**src/rtl/burst_sequencer.sv**
```systemverilog
// Burst sequencer for an NCO/DAC path: sync pulse, N waveform periods, then a timed gap.
// Define AWG_BURST_REPEAT_EN to make the gap exit re-sync and repeat bursts until enable falls.
//
// state | meaning
// IDLE  | waiting for trigger with enable high
// SYNC  | one-cycle NCO phase clear, output muted
// RUN   | NCO running, counting periods on phase_msb falling wraps
// GAP   | NCO stopped, output muted, waiting gap_ms milliseconds
module burst_sequencer #(
   parameter int CLK_HZ = 100000000,
   parameter int CNT_W  = 10
) (
   input  logic             clk,
   input  logic             rst_n,
   input  logic             enable,
   input  logic             trigger,
   input  logic [CNT_W-1:0] burst_cycles,
   input  logic [CNT_W-1:0] gap_ms,
   input  logic             phase_msb,
   output logic             nco_run,
   output logic             nco_sync,
   output logic             out_mute,
   output logic             busy,
   output logic [CNT_W-1:0] cycles_done,
   output logic [1:0]       state
);

   typedef enum logic [1:0] {
      IDLE = 2'b00,
      SYNC = 2'b01,
      RUN  = 2'b10,
      GAP  = 2'b11
   } state_t;

   localparam int TICK  = (CLK_HZ / 1000 > 0) ? CLK_HZ / 1000 : 1;
   localparam int PRE_W = (TICK > 1) ? $clog2(TICK) : 1;
   localparam logic [PRE_W-1:0] PRE_TC = PRE_W'(TICK - 1);

`ifdef AWG_BURST_REPEAT_EN
   localparam state_t GAP_EXIT = SYNC;
`else
   localparam state_t GAP_EXIT = IDLE;
`endif

   state_t           st_q, st_d;
   logic             msb_q;
   logic [CNT_W-1:0] burst_lat, gap_lat, target;
   logic [CNT_W-1:0] cnt_d, gap_cnt_q, gap_cnt_d;
   logic [PRE_W-1:0] pre_q, pre_d;
   logic             latch_en, wrap;

   assign target = (burst_lat == '0) ? CNT_W'(1) : burst_lat;
   assign wrap   = msb_q & ~phase_msb;
   assign state  = st_q;

   always_comb begin
      st_d      = st_q;
      cnt_d     = cycles_done;
      gap_cnt_d = gap_cnt_q;
      pre_d     = pre_q;
      latch_en  = 1'b0;
      if (!enable) begin
         st_d = IDLE;
      end else begin
         case (st_q)
            IDLE: begin
               if (trigger) begin
                  latch_en = 1'b1;
                  st_d     = SYNC;
               end
            end
            SYNC: st_d = RUN;
            RUN: begin
               if (wrap && cycles_done < target) begin
                  cnt_d = cycles_done + CNT_W'(1);
                  if (cnt_d == target) st_d = GAP;
               end
            end
            GAP: begin
               if (gap_lat == '0) begin
                  st_d = GAP_EXIT;
               end else if (pre_q == PRE_TC) begin
                  pre_d = '0;
                  if (gap_cnt_q < gap_lat) gap_cnt_d = gap_cnt_q + CNT_W'(1);
                  if (gap_cnt_d == gap_lat) st_d = GAP_EXIT;
               end else begin
                  pre_d = pre_q + PRE_W'(1);
               end
            end
            default: st_d = IDLE;
         endcase
      end
      if (st_d == SYNC) cnt_d = '0;
      // Timers restart on every GAP entry, including entry straight from RUN.
      if (st_d == GAP && st_q != GAP) begin
         pre_d     = '0;
         gap_cnt_d = '0;
      end
   end

   always_ff @(posedge clk or negedge rst_n) begin
      if (!rst_n) begin
         st_q        <= IDLE;
         msb_q       <= 1'b0;
         burst_lat   <= '0;
         gap_lat     <= '0;
         cycles_done <= '0;
         gap_cnt_q   <= '0;
         pre_q       <= '0;
         nco_run     <= 1'b0;
         nco_sync    <= 1'b0;
         out_mute    <= 1'b1;
         busy        <= 1'b0;
      end else begin
         st_q        <= st_d;
         msb_q       <= (st_q == SYNC) ? 1'b0 : phase_msb;
         cycles_done <= cnt_d;
         gap_cnt_q   <= gap_cnt_d;
         pre_q       <= pre_d;
         if (latch_en) begin
            burst_lat <= burst_cycles;
            gap_lat   <= gap_ms;
         end
         nco_run  <= (st_d == RUN);
         nco_sync <= (st_d == SYNC);
         out_mute <= (st_d != RUN);
         busy     <= (st_d != IDLE);
      end
   end

endmodule

```
**config.mk**
```make
export PLATFORM = sky130hd
export DESIGN_NAME = burst_sequencer
export DESIGN_NICKNAME = d
export VERILOG_FILES = /design/src/rtl/burst_sequencer.sv
export SDC_FILE = /design/constraint.sdc
export NUM_CORES = 1
export LEC_CHECK = 0
export CELL_PAD_IN_SITES_DETAIL_PLACEMENT = 1
export CELL_PAD_IN_SITES_GLOBAL_PLACEMENT = 2
export CORE_MARGIN = 2
export CORE_UTILIZATION = 39
export CTS_BUF_LIST = sky130_fd_sc_hd__clkbuf_4
export CTS_CLUSTER_DIAMETER = 100
export DETAILED_ROUTE_END_ITERATION = 10
export HOLD_SLACK_MARGIN = 0.08
export PLACE_DENSITY = 0.95
export REMOVE_ABC_BUFFERS = 1
export SLEW_MARGIN = 40
export SYNTH_ARGS = -nofsm -noshare
export SYNTH_HDL_FRONTEND = slang
export SYNTH_SLANG_ARGS = --single-unit
```
**constraint.sdc**
```tcl
create_clock -name clk -period 6.6 [get_ports clk]
set_input_delay 1.98 -clock clk [delete_from_list [all_inputs] [get_ports clk]]
set_output_delay 1.98 -clock clk [all_outputs]
set_load 0.01 [all_outputs]
```
==> summary.md <==
| Metric | Value |
|---|---|
| Startpoint types | input port |
| Clock transition at path regs | 0.11 ns |
| Mapped Cells | 522 |
| HP Class | reg -> reg |
| Commonest non-fill, non-tap cell in the layout | dfrtp_1 |
| Synth Cell Area | 0.004365 mm2 |
| IO Pins | 41 |
| Setup TNS | 0 ns |
| CP max stage cell | clkdlybuf4s50_1 |
| Main flop type after synthesis | dfrtp_1 |
| CP most frequent cell | buf_4 |
| Initial Util | 0.4009 |
| Placed inst area | 0.004862 mm2 |
| R2r setup slk | 2.81 ns |
| CTS H-tree depth | 3 |
| Initial antenna violation count | 0 |
| Flop and latch count out of synthesis | 64 |
| DP HPWL | 9089 um |
| CP endpoint kind | register |
| Post-CTS Repair Setup Buffers | 0 |
| Via density | 5.842 |
| Routability-driven placement congestion ratio | 0.8729 |
| First-pass GRT wire length | 20,380 um |
| Drt total wl | 12,330 um |
| Power per Cell Area | 216.6 mW/mm2 |
| Yosys warning total | 0 |
| Antenna Diode Count | 0 |
| Largest cells by area after synthesis | dfrtp_1 (36%), o21ai_0 (6.6%), ha_1 (6.3%) |
| Max Cap Viol | 0 |
| CTS tree | built |
| Pre-CTS worst setup slack | 1.951 ns |
| Mapped Avg Cell Area | 8.363 um2 |
| Peak fanout along the critical path | 22 |
| CTS Hold Bufs | 0 |
| Routed Antenna Nets | 0 |
| Slew HR | 0.5112 |
| Design Power | 1094 uW |
| Core ar. | 0.01089 mm2 |
| RSZ-0062 raised after global routing | false |
| Worst VDD drop | 0.1409 mV |
| # rows | 38 |
| Final setup viols | 0 |
| Via Count | 4,072 |
| Asr flop ratio synth | 1.000 |
| DR DRC count | 0 |
| Largest net degree at the start of global routing | 65 |
| Die Ht | 109.8 um |
| Fmax | 0.2378 GHz |
| Chip width | 109.8 um |
| Finished Layout Cells | 697 |
| Synth area leader | dfrtp_1 |
| Drt pass-1 iters | 4 |
| Most frequent cells in the layout | dfrtp_1 (63), nand2_1 (62), o21ai_0 (57) |
| Die ar. | 0.01206 mm2 |
| Gr usage total | 0.2190 |
| Placed Cells | 681 |
| Final period util | 0.6372 |
| Count of final hold-check violations | 0 |
| Leak | 0.002060 uW |
| Setup WS post-layout | 2.394 ns |
| Clk_skew | 0.02012 ns |
| Syn-to-layout area delta | 15.74% |
| Final net count | 599 |
| WL per Instance | 17.68 um |
| Slew @ Worst Pin | 0.7302 ns |
| Iteration-0 DRC Markers | 176 |
| IO buf count | 40 |
| Share of cells above drive strength 1 | 0.07002 |
| CTS Buffer Depth | 2 |
| Vias in the first global route | 4,039 |
| PostCTS Resize Cnt | 0 |
| CTS Buf Count | 9 |
| Setup CP Type | in -> reg |
| Clock tree sinks | 64 |
| Slew Limit Fails | 0 |
| Post-synthesis sequential area ratio | 0.3672 |
| Cell variety after synth | 68 |
| Tmin final | 4.206 ns |
| Worst path max stage delay | 0.45 ns |
| CTS root buf | clkbuf_4 |
| Clock Latency Late Sink | 0.44 ns |
| Fin area | 0.005052 mm2 |
| Critical path, cell by cell | clkdlybuf4s50_1, buf_4, inv_1, nor3_1, nand2_1, nor4_2, buf_4, a21oi_2, nor2_2, nor2_1 |
| Share of Yosys cell area claimed by the top area cell type | 0.3611 |
| Post-synth EDFFs | 0 |
| Gr ovfl total | 0 |
| CP Data Required Time | 6.92 ns |
| Status | complete, no violations |
| CP arrival | 4.52 ns |
-- metrics by stage --
stage          hold slack [ns]    util
3_3_place_gp            0.4976  0.4454
4_1_cts                 0.5354  0.4637
6_report                0.5381  0.4640
2_1_floorplan           0.4467       -
3_5_place_dp            0.5038  0.4466
5_1_grt                 0.5649  0.4640
-- metal layers --
metal  vias up  global-route usage  part of all wire
met2        83              0.3383              0.47
met3        19             0.04624             0.036
li1       1957                   -                 -
met4         0             0.06962             0.018
met1      2013              0.3053              0.48
met5         -                   0                 0
-- cell families after synthesis --
kind of cell | count (synthesis) | share of synthesized area
xor gates and xnor gates | 24 | 0.04815
AOI/OAI and AO/OA | 144 | 0.2153
adders and majority gates | 22 | 0.06305
buffers and inverters | 59 | 0.05589
DFF | 64 | 0.3672
muxes | 2 | 0.004872
and+or+nand+nor | 207 | 0.2456
-- cells in the mapped netlist, types with 4 or more instances --
library cell	number
clkbuf_1	12
and2_1	4
nor4_1	6
nand2_1	62
and3_1	9
nand3_1	15
o31ai_1	15
ha_1	22
a21oi_1	14
or3_1	10
inv_1	33
nor2b_1	5
buf_2	6
and4_1	4
dfrtp_1	63
a211oi_1	4
o21ai_1	5
o21ai_0	58
buf_4	4
o2111ai_1	6
nand4_1	11
nor3_1	12
nand2b_1	6
xor2_1	13
a31oi_1	5
nor2_1	43
o211ai_1	5
xnor2_1	11
-- final cells by class --
cell class	count	area (um2)
fill	1305	5836
multi-input combinational	399	2531
sequential	64	1603
timing repair buffer	44	429.2
tap	140	175.2
inverter	34	127.6
clock inverter	7	118.9
clock buffer	9	67.56
-- where the power goes --
| part | switching [uW] | leakage [uW] | internal (uW) | total [uW] |
|---|---|---|---|---|
| logic | 147 | 0.00115 | 109 | 256 |
| registers | 50.0 | 0.000812 | 434 | 484 |
| clock network | 161 | 0.0000942 | 192 | 354 |
| total | 359 | 0.00206 | 736 | 1090 |
-- worst max-delay path, delay by kind of cell --
| kind | cells | cell delay, ns |
|---|---|---|
| simple gates | 5 | 1.25 |
| compound gates | 1 | 0.10 |
| buf+inv | 4 | 1.19 |
-- worst paths after layout --
path	cells after the start	end	start
setup / recovery	10	pre_q[14]	enable
hold / removal	2	burst_lat[0]	burst_lat[0]
setup reg to reg	11	pre_q[3]	burst_lat[1]
hold reg to reg	2	burst_lat[0]	burst_lat[0]
max in group asynchronous	2	msb_q	rst_n
min in group asynchronous	2	gap_cnt_q[2]	rst_n
-- sequential cells by signal, summed over array words and instances (netlist names) --
| register | cells |
|---|---|
| busy | 1 |
| burst_lat | 10 |
| out_mute | 1 |
| gap_lat | 10 |
| gap_cnt_q | 10 |
| nco_run | 1 |
| msb_q | 1 |
| pre_q | 17 |
| nco_sync | 1 |
| cycles_done | 10 |
| state | 2 |
(Power assumes the default switching activity.)
